<file path="src/rtl/seq_stage_classifier_pkg.sv">
// Shared constants, state encoding and small helpers for the time-multiplexed
// Haar stage classifier and its combinational feature evaluator.
package seq_stage_classifier_pkg;

  localparam int DATA_WIDTH_8             = 8;
  localparam int DATA_WIDTH_12            = 12;
  localparam int DATA_WIDTH_16            = 16;
  localparam int NUM_PARAM_PER_CLASSIFIER = 18;
  localparam int FEAT_WIDTH               = 28;
  localparam int ACC_WIDTH                = 16;
  localparam int NUM_RECTS                = 3;
  localparam int NUM_CORNERS              = 12;

  // Cycle budget of one classifier: parameter fetch + corner fetch + evaluate.
  localparam int FETCH_PARAM_CYCLES    = 19;
  localparam int FETCH_II_CYCLES       = 13;
  localparam int CYCLES_PER_CLASSIFIER = 33;

  // Parameter offsets inside one classifier's ROM record.
  localparam int OFF_A1 = 0,  OFF_B1 = 1,  OFF_C1 = 2,  OFF_D1 = 3,  OFF_W1 = 4;
  localparam int OFF_A2 = 5,  OFF_B2 = 6,  OFF_C2 = 7,  OFF_D2 = 8,  OFF_W2 = 9;
  localparam int OFF_A3 = 10, OFF_B3 = 11, OFF_C3 = 12, OFF_D3 = 13, OFF_W3 = 14;
  localparam int OFF_THR = 15, OFF_LEFT = 16, OFF_RIGHT = 17;

  typedef enum logic [2:0] {
    S_IDLE,
    S_FETCH_PARAM,
    S_FETCH_II,
    S_EVAL,
    S_STAGE_THR,
    S_DONE
  } state_t;

  // Corner k (0..11, A1..D3) lives at record offset k + k/4, skipping each weight.
  function automatic logic [4:0] corner_off(input logic [3:0] k);
    return {1'b0, k} + {3'b000, k[3:2]};
  endfunction

  // Unsigned integral-image value widened into the signed feature domain.
  function automatic logic signed [FEAT_WIDTH-1:0] zext_corner(input logic [DATA_WIDTH_16-1:0] v);
    return {{(FEAT_WIDTH-DATA_WIDTH_16){1'b0}}, v};
  endfunction

  // Two's-complement ROM byte widened into the signed feature domain.
  function automatic logic signed [FEAT_WIDTH-1:0] sext_byte(input logic [DATA_WIDTH_8-1:0] v);
    return {{(FEAT_WIDTH-DATA_WIDTH_8){v[DATA_WIDTH_8-1]}}, v};
  endfunction

endpackage

</file>
<file path="src/rtl/seq_stage_classifier_haar_eval.sv">
// Combinational evaluation of one Haar classifier: three weighted rectangle
// sums compared against the classifier threshold select the left or right leaf.
module haar_feature_eval
  import seq_stage_classifier_pkg::*;
(
  input  logic [DATA_WIDTH_16-1:0] i_corner [NUM_CORNERS],
  input  logic [DATA_WIDTH_8-1:0]  i_weight [NUM_RECTS],
  input  logic [DATA_WIDTH_8-1:0]  i_thr,
  input  logic [DATA_WIDTH_8-1:0]  i_left,
  input  logic [DATA_WIDTH_8-1:0]  i_right,
  output logic [DATA_WIDTH_8-1:0]  o_leaf
);

  logic signed [FEAT_WIDTH-1:0] w_rect [NUM_RECTS];
  logic signed [FEAT_WIDTH-1:0] w_feature;
  logic signed [FEAT_WIDTH-1:0] w_thr_ext;

  // Rectangle sums A-B-C+D and their weighted total.
  always_comb begin
    // NOTE: give every always_comb target a value before any conditional/loop
    // update so no path leaves it unassigned (which would infer a latch).
    w_feature = '0;
    for (int r = 0; r < NUM_RECTS; r++) begin
      w_rect[r] = zext_corner(i_corner[4*r])   - zext_corner(i_corner[4*r+1])
                - zext_corner(i_corner[4*r+2]) + zext_corner(i_corner[4*r+3]);
      w_feature = w_feature + sext_byte(i_weight[r]) * w_rect[r];
    end
  end

  assign w_thr_ext = sext_byte(i_thr);
  assign o_leaf    = (w_feature < w_thr_ext) ? i_left : i_right;

endmodule

</file>
<file path="src/rtl/seq_stage_classifier.sv">
// Time-multiplexed stage evaluator: walks N classifiers one at a time, fetching
// parameters from the cascade ROM and corners from the integral-image buffer,
// accumulates leaf values and finally compares against the stage threshold.
module seq_stage_classifier
  import seq_stage_classifier_pkg::*;
(
  input  logic                     clk_fpga,
  input  logic                     reset_n,
  input  logic                     i_start,
  input  logic                     i_abort,
  input  logic [DATA_WIDTH_12-1:0] i_stage_base,
  input  logic [DATA_WIDTH_8-1:0]  i_num_classifiers,
  output logic [DATA_WIDTH_12-1:0] o_rom_addr,
  input  logic [DATA_WIDTH_8-1:0]  i_rom_data,
  output logic [DATA_WIDTH_8-1:0]  o_ii_addr,
  input  logic [DATA_WIDTH_16-1:0] i_ii_data,
  output logic                     o_busy,
  output logic                     o_valid,
  output logic                     o_iscandidate,
  output logic [ACC_WIDTH-1:0]     o_haar_sum
);

  state_t                         r_state;
  logic [4:0]                     r_cnt;
  logic [DATA_WIDTH_8-1:0]        r_cls_idx;
  logic [DATA_WIDTH_8-1:0]        r_num_cls;
  logic [DATA_WIDTH_12-1:0]       r_cls_base;
  logic signed [ACC_WIDTH-1:0]    r_sum;
  logic [DATA_WIDTH_8-1:0]        r_param  [NUM_PARAM_PER_CLASSIFIER];
  logic [DATA_WIDTH_16-1:0]       r_corner [NUM_CORNERS];

  logic [DATA_WIDTH_8-1:0]        w_weight [NUM_RECTS];
  logic [DATA_WIDTH_8-1:0]        w_leaf;
  logic signed [ACC_WIDTH-1:0]    w_leaf_ext;
  logic signed [ACC_WIDTH-1:0]    w_stage_thr_ext;
  logic [3:0]                     w_next_corner;
  logic [3:0]                     w_corner_idx;

  assign w_weight[0] = r_param[OFF_W1];
  assign w_weight[1] = r_param[OFF_W2];
  assign w_weight[2] = r_param[OFF_W3];

  haar_feature_eval u_eval (
    .i_corner (r_corner),
    .i_weight (w_weight),
    .i_thr    (r_param[OFF_THR]),
    .i_left   (r_param[OFF_LEFT]),
    .i_right  (r_param[OFF_RIGHT]),
    .o_leaf   (w_leaf)
  );

  assign w_leaf_ext      = {{(ACC_WIDTH-DATA_WIDTH_8){w_leaf[DATA_WIDTH_8-1]}}, w_leaf};
  assign w_stage_thr_ext = {{(ACC_WIDTH-DATA_WIDTH_8){i_rom_data[DATA_WIDTH_8-1]}}, i_rom_data};
  assign w_next_corner   = r_cnt[3:0] + 4'd1;
  assign w_corner_idx    = r_cnt[3:0] - 4'd1;

  // Sequencer: state, counters, accumulator, memory addresses and result outputs.
  always_ff @(posedge clk_fpga or negedge reset_n) begin
    if (!reset_n) begin
      r_state       <= S_IDLE;
      r_cnt         <= '0;
      r_cls_idx     <= '0;
      r_num_cls     <= '0;
      r_cls_base    <= '0;
      r_sum         <= '0;
      o_rom_addr    <= '0;
      o_ii_addr     <= '0;
      o_busy        <= 1'b0;
      o_valid       <= 1'b0;
      o_iscandidate <= 1'b0;
      o_haar_sum    <= '0;
    end else begin
      // NOTE: sequential state uses non-blocking assignments so every register
      // samples pre-edge values, independent of statement order.
      o_valid <= 1'b0;
      if (i_abort && r_state != S_IDLE) begin
        r_state <= S_IDLE;
        o_busy  <= 1'b0;
      end else begin
        case (r_state)
          S_IDLE: begin
            if (i_start && !i_abort) begin
              r_num_cls     <= i_num_classifiers;
              r_cls_base    <= i_stage_base;
              r_cls_idx     <= '0;
              r_sum         <= '0;
              r_cnt         <= '0;
              o_rom_addr    <= i_stage_base;
              o_busy        <= 1'b1;
              o_iscandidate <= 1'b0;
              r_state       <= (i_num_classifiers == '0) ? S_STAGE_THR : S_FETCH_PARAM;
            end
          end
          S_FETCH_PARAM: begin
            if (r_cnt < 5'(NUM_PARAM_PER_CLASSIFIER - 1))
              o_rom_addr <= r_cls_base + {7'd0, r_cnt} + 12'd1;
            if (r_cnt == 5'(FETCH_PARAM_CYCLES - 1)) begin
              r_cnt     <= '0;
              o_ii_addr <= r_param[OFF_A1];
              r_state   <= S_FETCH_II;
            end else begin
              r_cnt <= r_cnt + 5'd1;
            end
          end
          S_FETCH_II: begin
            if (r_cnt < 5'(NUM_CORNERS - 1))
              o_ii_addr <= r_param[corner_off(w_next_corner)];
            if (r_cnt == 5'(FETCH_II_CYCLES - 1)) begin
              r_cnt   <= '0;
              r_state <= S_EVAL;
            end else begin
              r_cnt <= r_cnt + 5'd1;
            end
          end
          S_EVAL: begin
            // The next record (or the stage threshold after the last one) follows directly.
            r_sum      <= r_sum + w_leaf_ext;
            r_cls_idx  <= r_cls_idx + 8'd1;
            r_cls_base <= r_cls_base + 12'(NUM_PARAM_PER_CLASSIFIER);
            o_rom_addr <= r_cls_base + 12'(NUM_PARAM_PER_CLASSIFIER);
            r_cnt      <= '0;
            r_state    <= (r_cls_idx + 8'd1 == r_num_cls) ? S_STAGE_THR : S_FETCH_PARAM;
          end
          S_STAGE_THR: begin
            if (r_cnt == 5'd1) begin
              o_iscandidate <= (r_sum > w_stage_thr_ext);
              o_haar_sum    <= r_sum;
              o_valid       <= 1'b1;
              o_busy        <= 1'b0;
              r_cnt         <= '0;
              r_state       <= S_DONE;
            end else begin
              r_cnt <= r_cnt + 5'd1;
            end
          end
          S_DONE: r_state <= S_IDLE;
          default: r_state <= S_IDLE;
        endcase
      end
    end
  end

  // Capture ROM parameters and integral-image corners one cycle after each address.
  // NOTE: these holding registers are always written before being read, so they
  // carry no reset and can map onto plain flops or distributed RAM.
  always_ff @(posedge clk_fpga) begin
    if (r_state == S_FETCH_PARAM && r_cnt != '0)
      r_param[r_cnt - 5'd1] <= i_rom_data;
    if (r_state == S_FETCH_II && r_cnt != '0)
      r_corner[w_corner_idx] <= i_ii_data;
  end

endmodule

</file>
<file path="config.mk">
export PLATFORM = sky130hd
export DESIGN_NAME = seq_stage_classifier
export DESIGN_NICKNAME = d
export VERILOG_FILES = /design/src/rtl/seq_stage_classifier_pkg.sv /design/src/rtl/seq_stage_classifier_haar_eval.sv /design/src/rtl/seq_stage_classifier.sv
export SDC_FILE = /design/constraint.sdc
export NUM_CORES = 2
export LEC_CHECK = 0
export ABC_AREA = 1
export CORE_MARGIN = 2
export CORE_UTILIZATION = 30
export CTS_CLUSTER_DIAMETER = 100
export CTS_CLUSTER_SIZE = 30
export DETAILED_ROUTE_END_ITERATION = 12
export SLEW_MARGIN = 10
export SYNTH_ARGS = -nofsm -noshare
export SYNTH_HDL_FRONTEND = slang
export SYNTH_SLANG_ARGS = --single-unit
</file>
<file path="constraint.sdc">
create_clock -name clk_fpga -period 25.5 [get_ports clk_fpga]
set_input_delay 5.1 -clock clk_fpga [delete_from_list [all_inputs] [get_ports clk_fpga]]
set_output_delay 5.1 -clock clk_fpga [all_outputs]
set_load 0.03 [all_outputs]
</file>
After elaboration in Yosys (flattened, before gate mapping)
Memories as Yosys holds them, arrays and structs flattened.
Index checks and enable logic that the tools add are counted.
W data, S select, Z words.
{"block": "op_classes", "addsub": 21, "mul": 3, "magnitude_cmp": 6, "n_eq_ne": 17, "muxes": 40, "bitwise_logic": 2, "n_reduce_logical": 25}
{"cell": "$bwmux W192", "n": 1}
{"cell": "$add A28 B17 Y28", "n": 3}
{"cell": "$mul A8 B28 Y28", "n": 3}
{"cell": "$sub A28 B17 Y28", "n": 3}
{"cell": "$demux W16 S4", "n": 1}
{"cell": "$add A28 B28 Y28", "n": 2}
{"cell": "$sub A16 B16 Y17", "n": 3}
{"cell": "$pmux W12 S3", "n": 1}
{"cell": "$mux W16", "n": 2}
{"cell": "$mux W8", "n": 4}
{"cell": "$pmux W16 S2", "n": 1}
{"cell": "$pmux W8 S2", "n": 2}
{"cell": "$lt A28 B8 Y1", "n": 1}
{"cell": "$pmux W5 S5", "n": 1}
{"cell": "$mux W12", "n": 2}
{"cell": "$pmux W12 S2", "n": 1}
{"cell": "$mux W3", "n": 7}
{"cell": "$mux W5", "n": 4}
{"cell": "$add A16 B8 Y16", "n": 1}
{"cell": "$gt A16 B8 Y1", "n": 1}
{"cell": "$reduce_and A4 Y1", "n": 4}
{"cell": "$pmux W3 S5", "n": 1}
{"cell": "$reduce_and A3 Y1", "n": 5}
{"cell": "$add A12 B1 Y12 const B", "n": 1}
{"cell": "32 further kinds", "n": 59}
{"block": "totals", "register_bits": 283, "mem_bits_rw": 144, "inputBits": 48, "out_inout_bits": 39, "elab_cells": 139, "memories": 1}
{"memory": "r_param", "depth": 18, "word_bits": 8, "read_ports": 8, "rd_ports_with_merged_regs": 0, "write_ports": 1, "line": "seq_stage_classifier.sv:29", "text": "logic [DATA_WIDTH_8-1:0] r_param [NUM_PARAM_PER_CLASSIFIER];"}

Depth between registers and ports, before layout
{"block": "logic_depth", "depth_word": 10, "mapped_depth": 88, "mapped_depth_nobuf": 87}

Hierarchy
From an unflattened synthesis, not the netlist that was laid out.
{"block": "hier_totals", "hier_cells": 4582, "hier_area_um2": 41349.7}
{"module": "haar_feature_eval", "instances": 1, "cells_per_inst": 3043, "area_each_um2": 23507.5, "seq_area_each_um2": 0.0}
{"module": "seq_stage_classifier", "instances": 1, "cells_per_inst": 1539, "area_each_um2": 17842.1, "seq_area_each_um2": 12366.9}

Worst setup path after synthesis
No wires, ideal clock.
{"block": "synth_path", "path_type": "reg-to-reg", "startpoint": "register r_corner[48] (netlist bit)", "endpoint": "register r_sum[12]", "setup_time_ns": 0.121, "arrival_ns": 12.790, "t_required_ns": 25.379, "slack_ns": 12.589, "path_stages_with_launch": 79, "n_path_buf": 1, "synth_period_minus_slack_ns": 12.911, "path_cell_list": "edfxtp_1 -> inv_1 -> ha_1 -> inv_1 -> fa_1 -> nand3_1 -> nand2_1 -> a21oi_1 -> o21ai_0 -> nand3_1 -> nand2_1 -> a21o_1 -> a21oi_1 -> o21ai_0 -> xnor2_1 -> fa_1 -> inv_1 -> ha_1 -> (+43 left out) -> ha_1 -> inv_1 -> fa_1 -> o21ai_1 -> nand2_1 -> o21ai_1 -> nand2_1 -> nand2_1 -> a21oi_1 -> nor2_1 -> o21ai_1 -> nand2_1 -> nand2_1 -> nand2_1 -> a21oi_1 -> or2_0 -> nand3_1 -> o21ai_1"}
{"block": "synth_between", "elab_chain_cells": 9}
{"item": "start: declaration", "line": "seq_stage_classifier.sv:30", "text": "logic [DATA_WIDTH_16-1:0] r_corner [NUM_CORNERS];"}
{"item": "start signal: indexed assignment", "line": "seq_stage_classifier.sv:150", "text": "r_corner[w_corner_idx] <= i_ii_data;"}
{"item": "$sub A16 B16 Y17", "line": "seq_stage_classifier_haar_eval.sv:24", "text": "w_rect[r] = zext_corner(i_corner[4*r]) - zext_corner(i_corner[4*r+1])"}
{"item": "$sub A28 B17 Y28", "line": "seq_stage_classifier_haar_eval.sv:25", "text": "- zext_corner(i_corner[4*r+2]) + zext_corner(i_corner[4*r+3]);"}
{"item": "$add A28 B17 Y28", "line": "seq_stage_classifier_haar_eval.sv:25"}
{"item": "$mul A8 B28 Y28", "line": "seq_stage_classifier_haar_eval.sv:26", "text": "w_feature = w_feature + sext_byte(i_weight[r]) * w_rect[r];"}
{"item": "$add A28 B28 Y28", "line": "seq_stage_classifier_haar_eval.sv:26"}
{"item": "$lt A28 B8 Y1", "line": "seq_stage_classifier_haar_eval.sv:31", "text": "assign o_leaf = (w_feature < w_thr_ext) ? i_left : i_right;"}
{"item": "$mux W8", "line": "seq_stage_classifier_haar_eval.sv:31"}
{"item": "$add A16 B8 Y16", "line": "seq_stage_classifier.sv:117", "text": "r_sum <= r_sum + w_leaf_ext;"}
{"item": "$pmux W16 S2", "line": "seq_stage_classifier.sv:80", "text": "case (r_state)"}
{"item": "end signal: assignment", "line": "seq_stage_classifier.sv:117"}
{"item": "end: declaration", "line": "seq_stage_classifier.sv:28", "text": "logic signed [ACC_WIDTH-1:0] r_sum;"}
Every way passes these cells.
A chain may end at the register's enable or synchronous reset.

Worst setup path after layout
Same ends and word-level chain as after synthesis.

==> key figures <==
Run
  • Max-cap viol count: 0

Clock tree
  • CTS H-Tree Depth: 1
  • CTS buffer count: 20
  • Max clock buf depth: 3
  • Worst-skew pair later-pin latency: 0.61 ns
  • CTS tree: done
  • Hold_buf cts: 0
  • Setup Buffers After CTS: 0
  • PostCTS Resize Cnt: 0
  • Clock root buffer: clkbuf_16
  • Clock Sinks: 427
  • Worst-path clk slew: 0.12 ns

Global route
  • GRT Overall Usage: 0.155
  • Largest net degree at the start of global routing: 73
  • Remaining global-route overflow: 0
  • Global-route wire length before repair: 171000 um
  • Initial antenna violation count: 1
  • Vias in the first global route: 30100

Routing
  • # DRC: 0
  • Pre-antenna DRT Iters: 8
  • Initial DRC Count: 2359
  • Post-DRT Antenna Nets: 0
  • DR WL/cell: 17.1 um
  • Vias: 29200
  • Via density: 4.66
  • Post-Route WL: 108000 um

Critical path
  • Crit path launch: r_corner[48]
  • Data arrival, critical path: 15.32 ns
  • Cell family with most CP delay: adder cells
  • Crit-path max FO: 15
  • Setup CP Type: reg2reg
  • Worst r2r src: r_corner[48]
  • Type of origin of the critical path: flip-flop
  • Critical path's largest stage delay: 0.74 ns
  • Critical path's slowest cell: xnor2_1
  • CP Capture Type: flip-flop
  • Most used cell, CP: nand2_1
  • WP data required: 25.95 ns
  • Worst path bufs/invs: 10

Die
  • # rows: 135
  • Die Wd: 374 um
  • Die height: 374 um
  • Core area: 136000 um2
  • I/O Pins: 87
  • Die area: 140000 um2
  • Starting Density: 0.303

Synthesis
  • Post-synth EDFFs: 336
  • Synth Register Bits: 427
  • Sequential fraction of the synthesis area: 0.300
  • Main synth FF type: edfxtp_1
  • YS warnings: 0
  • Syn Inst Count: 4433
  • Yosys cell types: 65
  • Post-synth design cell area: 41200 um2
  • Share of the synthesized area in the top cell type: 0.266
  • Net Count, Synth: 5300
  • Ranking of synthesized cells by area: fa_1, edfxtp_1, inv_1
  • Avg Cell Area, Syn: 9.29 um2
  • Synth async-reset ratio: 0.213
  • Yosys top cell by area: fa_1

Timing
  • Rel. slew slack: 0.259
  • Worst-margin pin slew: 1.11 ns
  • Final TNS setup: 0 ns
  • Minimum clock period: 14.87 ns
  • Worst setup margin: 10.63 ns
  • Period utilization: 0.583
  • Endpoints failing hold: 0
  • Setup violators final: 0
  • Max Freq: 67.2 MHz
  • Max Slew Vio Count: 0
  • RSZ-0062 raised after global routing: no
  • Layout Skew: 0.0347 ns
  • Minimum hold slack: 0.504 ns

Hold path
  • Min-Delay Path Class: reg2reg
  • Startpoint of the worst hold path: o_rom_addr[8]

Placement
  • IO Port Bufs: 86
  • Post-DP HPWL: 87900 um
  • Routability cong.: 0.933
  • DP Worst Slack: 10.81 ns

Cells and area
  • Layout cells sized above 1: 0.0378
  • Final nets: 5352
  • P&R area growth vs syn: 8.91%

Status
  • Status: finished clean
[worst register-to-register path, delay by kind of cell (launching register included)]
family / cells / cell delay [ns]
AOI/OAI and AO/OA: 21 / 3.59
adders and majority gates: 15 / 6.35
and+or+nand+nor: 27 / 2.92
xor gates and xnor gates: 2 / 0.92
buffers and inverters: 10 / 0.51
DFF: 1 / 0.38
[logic make-up after synthesis]
family          count (synthesis)  share of synthesized area
xor+xnor                      145                     0.0312
compound gates                563                     0.0790
fa+ha+maj                     819                      0.349
buf+inv                      1197                      0.110
simple gates                 1282                      0.131
flops                         427                      0.300
[cells in the mapped netlist (13+ instances only)]
master,n
inv_1,1083
nand2_1,651
fa_1,548
nor2_1,413
edfxtp_1,336
ha_1,271
o21ai_0,185
a21oi_1,181
nand3_1,110
dfrtp_1,91
xor2_1,85
clkbuf_1,80
xnor2_1,58
o22ai_1,41
o211ai_1,29
o21ai_1,25
a31oi_1,18
o21bai_1,18
buf_2,15
nand2_2,15
nand4_1,14
nor3_1,14
o221ai_1,14
inv_2,13
[state kept, by name, summed over array words and instances, names as in the netlist]
name	count
r_cls_base	12
r_cls_idx	8
r_param	144
r_sum	16
r_num_cls	8
o_haar_sum	16
o_busy	1
o_iscandidate	1
o_rom_addr	12
o_valid	1
r_cnt	5
r_corner	192
o_ii_addr	8
r_state	3
[stage by stage]
| step | std cells | area, um2 | utilization |
|---|---|---|---|
| after CTS | 6278 | 44800 | 0.330 |
| after global placement | 6244 | 44200 | 0.325 |
| final | 6280 | 44800 | 0.330 |
| after detailed placement | 6244 | 44200 | 0.325 |
| after global routing | 6278 | 44800 | 0.330 |
| after floorplan | 4433 | 41200 | - |
[final timing paths]
kind / end / slack, ns / cells past startpoint
max reg2reg: r_sum[12] / 10.63 / 75
min: o_rom_addr[8] / 0.50 / 2
max: r_sum[12] / 10.63 / 75
max in group asynchronous: r_cls_base[3] / 19.89 / 2
min in group asynchronous: o_haar_sum[4] / 4.35 / 1
min reg2reg: o_rom_addr[8] / 0.50 / 2
[area by class of cell]
type	instances	area (um2)
Antenna cell	2	5.00
Multi-Input combinational cell	2809	24300
Inverter	1099	4130
Timing Repair Buffer	128	1170
Clock buffer	24	515
Fill cell	14100	91000
Tap cell	1781	2230
Sequential cell	427	12400
Clock inverter	10	139
[per-layer routing]
layer  wire length, um  global-route usage
met5                 0                   0
met4              3000              0.0410
met3              5490              0.0174
met2             48700               0.249
met1             50400               0.220
[cells in the final DEF, fill, tap and decap left out, drive strengths merged, types with 8 or more instances in the layout]
| cell type | count |
|---|---|
| inv | 1101 |
| nand2 | 673 |
| fa | 548 |
| nor2 | 428 |
| edfxtp | 336 |
| ha | 271 |
| o21ai | 212 |
| a21oi | 190 |
| nand3 | 123 |
| dfrtp | 91 |
| xor2 | 87 |
| clkdlybuf4s50 | 85 |
| xnor2 | 58 |
| buf | 43 |
| o22ai | 41 |
| o211ai | 29 |
| clkbuf | 24 |
| o21bai | 18 |
| a31oi | 18 |
| nor3 | 15 |
| nand4 | 14 |
| o221ai | 14 |
| or2 | 13 |
| nor4 | 8 |
| a21boi | 8 |
Power is left out: the tool's default activity adds up to more than one toggle a clock period on the data nets, which glitch-free logic cannot reach.
